<file path="config.mk">
export PLATFORM = sky130hd
export DESIGN_NAME = team_04_wb_master_arbiter
export DESIGN_NICKNAME = d
export VERILOG_FILES = /design/src/rtl/team_04_wb_master_arbiter.sv
export SDC_FILE = /design/constraint.sdc
export NUM_CORES = 1
export LEC_CHECK = 0
export CORE_MARGIN = 5
export CORE_UTILIZATION = 38
export CTS_CLUSTER_DIAMETER = 150
export DETAILED_ROUTE_END_ITERATION = 16
export GPL_ROUTABILITY_DRIVEN = 0
export GPL_TIMING_DRIVEN = 0
export PLACE_DENSITY = 0.88
export SETUP_SLACK_MARGIN = 0.05
export SLEW_MARGIN = 20
export SYNTH_ARGS = -nofsm -noshare
export SYNTH_HDL_FRONTEND = slang
export SYNTH_SLANG_ARGS = --single-unit
export TNS_END_PERCENT = 50
</file>
<file path="constraint.sdc">
create_clock -name clk_i -period 1.75 [get_ports clk_i]
set_input_delay 0.2625 -clock clk_i [delete_from_list [all_inputs] [get_ports clk_i]]
set_output_delay 0.2625 -clock clk_i [all_outputs]
set_load 0.01 [all_outputs]
</file>
<file path="src/rtl/team_04_wb_master_arbiter.sv">
// rtl/team_04_wb_master_arbiter.sv - two-requester round-robin Wishbone master arbiter
// Optional ACTIVE-state timeout abort is enabled by defining TEAM_04_ARB_TIMEOUT_EN.
module team_04_wb_master_arbiter #(
  parameter logic [15:0] TIMEOUT_CYCLES = 16'd1000
) (
  input  logic        clk_i,
  input  logic        nrst,
  input  logic [1:0]  req_i,
  input  logic [1:0]  we_i,
  input  logic [63:0] adr_i,
  input  logic [63:0] wdat_i,
  input  logic [7:0]  sel_i,
  output logic [1:0]  ack_o,
  output logic [1:0]  err_o,
  output logic [31:0] rdat_o,
  output logic [1:0]  gnt_o,
  output logic [31:0] ADR_O,
  output logic [31:0] DAT_O,
  output logic [3:0]  SEL_O,
  output logic        WE_O,
  output logic        STB_O,
  output logic        CYC_O,
  input  logic [31:0] DAT_I,
  input  logic        ACK_I
);

  typedef enum logic [1:0] {S_IDLE, S_ACTIVE, S_DONE} state_t;

  state_t r_state;
  logic   r_last;
  logic   w_pick;

  // On a tie the requester that did not win last time takes the bus.
  assign w_pick = (req_i == 2'b11) ? ~r_last : req_i[1];

`ifdef TEAM_04_ARB_TIMEOUT_EN
  logic [15:0] r_cnt;
  logic [15:0] w_cnt_next;
  logic        w_expire;

  // The compare uses the post-increment count so that exactly TIMEOUT_CYCLES
  // ACTIVE cycles elapse before the abort edge.
  assign w_cnt_next = r_cnt + 16'd1;
  assign w_expire   = (w_cnt_next == TIMEOUT_CYCLES);
`else
  logic w_unused_timeout;
  assign w_unused_timeout = ^TIMEOUT_CYCLES;
  assign err_o = 2'b00;
`endif

  always_ff @(posedge clk_i or negedge nrst) begin
    if (!nrst) begin
      r_state <= S_IDLE;
      r_last  <= 1'b1;
      ack_o   <= 2'b00;
      rdat_o  <= 32'h0;
      gnt_o   <= 2'b00;
      ADR_O   <= 32'h0;
      DAT_O   <= 32'h0;
      SEL_O   <= 4'h0;
      WE_O    <= 1'b0;
      STB_O   <= 1'b0;
      CYC_O   <= 1'b0;
`ifdef TEAM_04_ARB_TIMEOUT_EN
      err_o   <= 2'b00;
      r_cnt   <= 16'h0;
`endif
    end else begin
      ack_o <= 2'b00;
`ifdef TEAM_04_ARB_TIMEOUT_EN
      err_o <= 2'b00;
`endif
      case (r_state)
        S_IDLE: begin
          if (req_i != 2'b00) begin
            ADR_O   <= w_pick ? adr_i[63:32]  : adr_i[31:0];
            DAT_O   <= w_pick ? wdat_i[63:32] : wdat_i[31:0];
            SEL_O   <= w_pick ? sel_i[7:4]    : sel_i[3:0];
            WE_O    <= we_i[w_pick];
            CYC_O   <= 1'b1;
            STB_O   <= 1'b1;
            gnt_o   <= w_pick ? 2'b10 : 2'b01;
            r_last  <= w_pick;
            r_state <= S_ACTIVE;
`ifdef TEAM_04_ARB_TIMEOUT_EN
            r_cnt   <= 16'h0;
`endif
          end
        end
        S_ACTIVE: begin
          if (ACK_I) begin
            CYC_O   <= 1'b0;
            STB_O   <= 1'b0;
            if (!WE_O) rdat_o <= DAT_I;
            ack_o   <= gnt_o;
            gnt_o   <= 2'b00;
            r_state <= S_DONE;
          end
`ifdef TEAM_04_ARB_TIMEOUT_EN
          else if (w_expire) begin
            CYC_O   <= 1'b0;
            STB_O   <= 1'b0;
            err_o   <= gnt_o;
            gnt_o   <= 2'b00;
            r_state <= S_DONE;
          end else begin
            r_cnt   <= w_cnt_next;
          end
`endif
        end
        S_DONE:  r_state <= S_IDLE;
        default: r_state <= S_IDLE;
      endcase
    end
  end

endmodule

</file>
## Yosys cells after proc, flatten, opt, wreduce, memory -nomap -nowiden

Index checks and enable logic that the tools add are counted.

| word-level totals | value |
|---|---|
| bits in registers | 109 |
| bits of input ports | 175 |
| output and inout port bits | 109 |
| logic and storage cells | 42 |

| operators by class | value |
|---|---|
| magnitude comparators | 1 |
| equal/unequal tests | 4 |
| mux-type cells | 18 |
| bitwise logic cells | 2 |
| reductions and logical operators | 7 |

Operators with widths:

| cell | count |
|---|---|
| 2-to-1 mux 32 bit | 2 |
| 2-to-1 mux 2 bit | 7 |
| one-hot mux 2 bit (2 select lines) | 2 |
| AND reduction 3 bit | 2 |
| 2-to-1 mux 1 bit | 5 |
| 2-to-1 mux 4 bit | 1 |
| inequality test 2 bit, second input constant | 2 |
| AND reduction 2 bit | 2 |
| nonzero test 2 bit | 2 |
| == test 2 x 1 -> 1 bit, second input constant | 1 |
| == test 2 bit, second input constant | 1 |
| zero test 2 bit | 1 |
| less-than comparator 1 x 2 -> 1 bit, second input constant | 1 |
| inverter 1 bit | 2 |
| one-hot mux 1 bit (2 select lines) | 1 |

## Depth between registers and ports, before layout

Gate-level depths: netlist (run 1).

| depth | value |
|---|---|
| word-level depth | 5 |
| gate-level depth with buffers | 6 |
| depth with buffers taken out | 3 |

## Worst setup path after synthesis (run 1)

Ideal clock, no wire load.

| timing path | value |
|---|---|
| path type | reg-to-reg |
| start | register r_state[1] |
| end | register rdat_o[10] |
| library setup time | 0.125 ns |
| data arrival time | 1.272 ns |
| data required time | 1.625 ns |
| setup slack | 0.353 ns |
| stages on the path, launching flop included | 5 |
| path buffers | 1 |
| clock period less this slack | 1.397 ns |
| path through | dfrtp_1 -> nand3b_1 -> nor2_2 -> buf_4 -> mux2_2 |

| between the ends | value |
|---|---|
| word-level cells in the longest chain between the ends | 2 |

RTL lines:

| what | line | RTL |
|---|---|---|
| start, declared | 29 | `state_t r_state;` |
| start signal, assigned | 53 | `r_state <= S_IDLE;` |
| start signal, assigned | 84 | `r_state <= S_ACTIVE;` |
| start signal, assigned | 97 | `r_state <= S_DONE;` |
| == test 2 x 1 -> 1 bit | 73 | `case (r_state)` |
| AND reduction 3 bit (no source line) | - |  |
| end signal, assigned | 56 | `rdat_o <= 32'h0;` |
| end signal, assigned | 94 | `if (!WE_O) rdat_o <= DAT_I;` |
| end, declared | 15 | `output logic [31:0] rdat_o,` |

No other way between the ends.
A chain may end at the register's enable or synchronous reset.

==> impl_metrics.py, run 1 <==
metrics = {
    "outcome": {
        "outcome": "finished, final reports clean",
    },
    "routing": {
        "first_pass_iters": 4,
        "drt-total-wl_um": 17000,
        "drtAntennaViolNets": 0,
        "avgRoutedWirePerCell_um": 17.8,
        "vias_per_cell": 5.02,
        "drcViolationCount": 0,
        "dr_total_vias": 4790,
        "drt-initial-drc-count": 224,
    },
    "synth": {
        "synth_area_leaders": "dfrtp_1 56%, nand2_1 11%, a31oi_1 9.1%",
        "synth_cell_types": 27,
        "syn-cell-area_mm2": 0.00479,
        "yosysTopAreaCellShare": 0.565,
        "synth_cells": 484,
        "postSynthAreaPerCell_um2": 9.89,
        "ys_seq_area_frac": 0.570,
        "yosys.area.top_type": "dfrtp_1",
        "ys_warn_count": 0,
        "synth-seq-cells": 109,
    },
    "sta": {
        "rsz0062_at_grt": "yes",
        "fin_crit_ns": 1.69,
        "fmax_mhz": 593,
        "fin_skew_ns": 0.00909,
        "whs_ns": 0.424,
        "setup-violations-final": 0,
        "slew_viol_final": 0,
        "tns_ns": 0,
        "period_share": 0.964,
        "final_hold_viol_count": 0,
    },
    "setup_path": {
        "path_max_fanout": 3,
        "worstPathRequired_ns": 1.49,
        "worstSetupEndpointType": "primary output",
        "cp.arrival_ns": 1.42,
        "crit_path_start_kind": "register",
        "criticalPathCategory": "register to primary output",
    },
    "die": {
        "chipHeight_um": 122,
        "die_w_um": 122,
        "row_count": 41,
        "ios": 284,
        "start_util": 0.384,
        "core_mm2": 0.0125,
        "die_area_mm2": 0.0149,
    },
    "global_route": {
        "grt_pass1_vias": 4855,
        "gr-total-overflow": 0,
        "grt_pass1_wl_um": 25400,
        "antenna_found_initial": 0,
        "grt_max_degree": 65,
        "grt_use_total": 0.219,
    },
    "run": {
        "cap_violations": 0,
    },
    "power": {
        "peakVddDrop_uv": 810,
        "powerDensity_mw_per_mm2": 1610,
        "p_leak_nw": 3.40,
    },
    "cells_and_area": {
        "n_antenna_cell": 0,
        "areaGrowthSynthToFinish_pct": 70.8,
        "nFillCells": 1002,
        "seq_area_mm2": 0.00273,
        "drive_gt1_frac": 0.123,
        "multi_input_area_mm2": 0.00180,
        "layout_common_cells": "280 x clkdlybuf4s50_1, 138 x nand2_1, 108 x dfrtp_1",
        "final_nets": 954,
        "final_common_cell": "clkdlybuf4s50_1",
    },
    "clock_tree": {
        "clk_pin_slew_ns": 0.07,
        "root_buffer": "clkbuf_16",
        "post-cts-setup-buffer-count": 0,
        "cts_tree": "yes",
        "cts_buffer_depth": 2,
        "htree_levels": 3,
        "cts_made_buffers": 9,
        "clock-sinks": 109,
        "worstSkewPairLatency_ns": 0.35,
    },
    "placed_design": {
        "hpwl_um": 13200,
        "portBuffers": 281,
    },
    "hold_path": {
        "hp-class": "primary input to asynchronous set/reset pin",
    },
}
## cells in the mapped netlist
master,number
a211oi_1,1
a21bo_2,1
a21boi_2,1
a21o_1,1
a21oi_1,72
a221oi_2,1
a31o_2,1
a31oi_1,70
and2_1,2
and2_4,1
buf_1,1
buf_2,4
buf_4,6
buf_6,8
clkbuf_1,26
conb_1,1
dfrtp_1,108
dfstp_2,1
inv_1,3
mux2_1,2
mux2_2,30
nand2_1,138
nand3b_1,1
nor2_1,1
nor2_2,1
o21ai_0,1
or2_1,1
## registers in the layout, indices dropped and copies added (netlist names)
| signal | flops |
|---|---|
| ADR_O | 32 |
| DAT_O | 32 |
| rdat_o | 32 |
| SEL_O | 4 |
| ack_o | 2 |
| gnt_o | 2 |
| r_state | 2 |
| CYC_O | 1 |
| WE_O | 1 |
| r_last | 1 |
## area by class of cell
| type | count | share of cell area |
|---|---|---|
| timing repair buffer | 283 | 0.349 |
| sequential | 109 | 0.334 |
| multi-input combinational | 328 | 0.220 |
| buffer | 45 | 0.0350 |
| clock buffer | 10 | 0.0292 |
| tap | 172 | 0.0263 |
| clock inverter | 5 | 0.00535 |
| inverter | 3 | 0.00138 |
## logic make-up after synthesis
logic type             count (synthesis)  share of synthesized area
multiplexers                          32                     0.0753
other                                  1                   0.000783
flip-flops                           109                      0.570
AO/OA/AOI/OAI                        149                      0.180
AND/OR/NAND/NOR                      145                      0.118
buffers and inverters                 48                     0.0559
## power by group
part	internal, W	switching, W
logic	0.00369	0.00299
clock network	0.00102	0.000948
registers	0.00379	0.000721
## worst paths after layout
kind	from	end	slack, ns	depth (start not counted)
setup / recovery	CYC_O	STB_O	0.06	2
hold / removal	nrst	SEL_O[3]	0.42	2
setup reg to reg	r_state[1]	rdat_o[24]	0.15	4
hold reg to reg	rdat_o[8]	rdat_o[8]	0.49	1
max in group asynchronous	nrst	ADR_O[28]	0.66	3
min in group clk_i	adr_i[27]	ADR_O[27]	0.47	3
## repair_timing
action	CTS	global route
pin swaps	0	0
hold endpoints to repair	44	0
endpoints found under the setup margin	63	77
hold buffers	1	0
resized for setup	6	38
## metal layers
layer / vias up / part of all wire / track usage / routed length [µm]
li1: 2280 / - / - / -
met1: 2269 / 0.37 / 0.246 / 6260
met2: 221 / 0.51 / 0.395 / 8680
met3: 20 / 0.10 / 0.0696 / 1780
met4: 0 / 0.017 / 0.0693 / 290
met5: - / 0 / 0 / 0
## worst max-delay path, stage by stage (launching register included)
cell	delay [ns]
dfrtp_1	0.43
buf_4	0.14
clkdlybuf4s50_1	0.52
## through the flow
stage               total power [W]   util  area (µm²)  setup slack (ns)  cells
detailed placement           0.0113  0.630        7850            -0.421    939
global route                 0.0140  0.656        8180            0.0171    955
global placement             0.0110  0.627        7820             -3.79    938
CTS                          0.0133  0.654        8150            0.0343    955
floorplan                   0.00741      -        4790             0.353    485
finish                       0.0132  0.656        8180            0.0630    955
Power figures use the tool's default switching activity.
==> run 2, diff against run 1 <==
--- a/config.mk
+++ b/config.mk
@@ -6,12 +6,12 @@
 export NUM_CORES = 1
 export LEC_CHECK = 0
 export CORE_MARGIN = 5
-export CORE_UTILIZATION = 38
+export CORE_UTILIZATION = 41
 export CTS_CLUSTER_DIAMETER = 150
 export DETAILED_ROUTE_END_ITERATION = 16
 export GPL_ROUTABILITY_DRIVEN = 0
 export GPL_TIMING_DRIVEN = 0
-export PLACE_DENSITY = 0.88
+export PLACE_DENSITY = 0.83
 export SETUP_SLACK_MARGIN = 0.05
 export SLEW_MARGIN = 20
 export SYNTH_ARGS = -nofsm -noshare
==> constraint.sdc (replaced) <==
create_clock -name clk_i -period 2 [get_ports clk_i]
set_input_delay 0.3 -clock clk_i [delete_from_list [all_inputs] [get_ports clk_i]]
set_output_delay 0.3 -clock clk_i [all_outputs]
set_load 0.01 [all_outputs]
==> impl_metrics.py, run 2 (synthesis gave the netlist of run 1 again) <==
metrics = {
    "outcome": {
        "outcome": "finished, final reports clean",
    },
    "setup_path": {
        "r2r_end": "DAT_O[1]",
        "crit_path_start_kind": "primary input",
        "rr_worst_depth": 5,
        "r2r_start": "r_last",
        "cp.arrival_ns": 2.03,
        "worstPathRequired_ns": 2.25,
        "ff2ff_setup_slack_ns": 0.23,
        "criticalPathCategory": "primary input to register",
        "path_max_fanout": 10,
        "worstSetupEndpointType": "register",
    },
    "routing": {
        "first_pass_iters": 5,
        "dr_total_vias": 4908,
        "vias_per_cell": 5.30,
        "drcViolationCount": 0,
        "drtAntennaViolNets": 0,
        "avgRoutedWirePerCell_um": 18.2,
        "drt-total-wl_um": 16800,
        "drt-initial-drc-count": 332,
    },
    "cells_and_area": {
        "final_nets": 954,
        "post-route-util": 0.714,
        "n_antenna_cell": 0,
        "final_common_cell": "clkdlybuf4s50_1",
        "areaGrowthSynthToFinish_pct": 70.4,
        "drive_gt1_frac": 0.0932,
        "layout_common_cells": "280 x clkdlybuf4s50_1, 138 x nand2_1, 108 x dfrtp_1",
        "largestRegisters": "ADR_O x32, DAT_O x32, rdat_o x32",
    },
    "power": {
        "p_leak_nw": 3.35,
        "powerDensity_mw_per_mm2": 1440,
        "peakVddDrop_uv": 805,
    },
    "sta": {
        "fin_crit_ns": 1.79,
        "worstMarginPinSlew_ns": 0.548,
        "period_share": 0.894,
        "slew_viol_final": 0,
        "whs_ns": 0.488,
        "setup-violations-final": 0,
        "rsz0062_at_grt": "no",
        "fmax_mhz": 559,
        "fin_ws_ns": 0.212,
        "relSlewSlack": 0.635,
        "fin_skew_ns": 0.00866,
        "final_hold_viol_count": 0,
    },
    "global_route": {
        "antenna_found_initial": 0,
        "gr-total-overflow": 0,
        "grt_max_degree": 57,
        "grt_pass1_vias": 5183,
        "grt_use_total": 0.237,
        "grt_pass1_wl_um": 27000,
    },
    "placed_design": {
        "hpwl_um": 13000,
        "preCtsSetupSlack_ns": -0.134,
        "portBuffers": 281,
    },
    "clock_tree": {
        "clk_pin_slew_ns": 0.07,
        "cts_buffer_depth": 2,
        "cts_tree": "yes",
        "clock-sinks": 109,
        "post-cts-setup-buffer-count": 0,
        "cts_made_buffers": 9,
        "root_buffer": "clkbuf_16",
        "htree_levels": 3,
        "worstSkewPairLatency_ns": 0.34,
    },
    "die": {
        "chipHeight_um": 118,
        "die_area_mm2": 0.0139,
        "ios": 284,
        "start_util": 0.419,
        "core_mm2": 0.0114,
        "die_w_um": 118,
        "row_count": 39,
    },
    "run": {
        "cap_violations": 0,
    },
    "hold_path": {
        "hp-class": "primary input to asynchronous set/reset pin",
    },
}
run 2: cell count changes in the layout (fill, tap and decap cells not counted), sizes merged:
cell	previous run	this run
bufinv	0	2
clkbuf	36	38
inv	5	3
clkinv	1	0
clkinvlp	2	1
run 2: where the power goes:
part | leakage [nW] | switching (W) | internal [W]
registers | 1.25 | 0.000636 | 0.00332
logic | 1.94 | 0.00261 | 0.00320
clock network | 0.161 | 0.000768 | 0.00119
total | 3.35 | 0.00402 | 0.00771
run 2: stage by stage:
step           instances  total power, W  cell area (µm²)  TNS [ns]
2_1_floorplan        485         0.00649             4790         0
6_report             926          0.0117             8160         0
3_3_place_gp         909         0.00961             7780   -370.93
4_1_cts              926          0.0118             8160         0
3_5_place_dp         910         0.00983             7810     -4.55
5_1_grt              926          0.0124             8160         0
run 2: worst max-delay path by stage:
stage | depth (start not counted) | slack [ns] | end | from
2_1_floorplan | 4 | 0.60 | rdat_o[10] | r_state[1]
3_3_place_gp | 1 | -3.41 | ADR_O[14] | nrst
3_5_place_dp | 5 | -0.13 | ADR_O[26] | req_i[1]
4_1_cts | 5 | 0.20 | DAT_O[10] | req_i[1]
5_1_grt | 5 | 0.1 | DAT_O[10] | req_i[1]
6_report | 5 | 0.21 | DAT_O[10] | req_i[1]
run 2: worst max-delay path, cell delays in order:
cell	delay (ns)
clkdlybuf4s50_1	0.51
a21boi_2	0.47
clkbuf_1	0.42
nand2_1	0.13
a31oi_1	0.19
run 2: area by class of cell:
cell class	instances	area [µm²]
clock buffers	12	267
clock inverters	3	67.6
fillers	819	3260
well taps	143	179
multi-input cells	328	1790
inverters	3	11.3
repair buffers	283	2850
plain buffers	45	258
flip-flops and latches	109	2730
run 2: repair_timing:
| item | in CTS | in global routing |
|---|---|---|
| hold buffers | 1 | 0 |
| resized for setup | 0 | 2 |
| endpoints found under the hold margin | 53 | 0 |
| setup endpoints to repair | 0 | 1 |
run 2: per-layer routing:
metal,GRT usage,vias to the layer above,routed length [µm]
met5,0,-,0
met4,0.0875,0,462
met2,0.412,252,8510
li1,-,2272,-
met1,0.279,2350,6460
met3,0.0663,34,1380
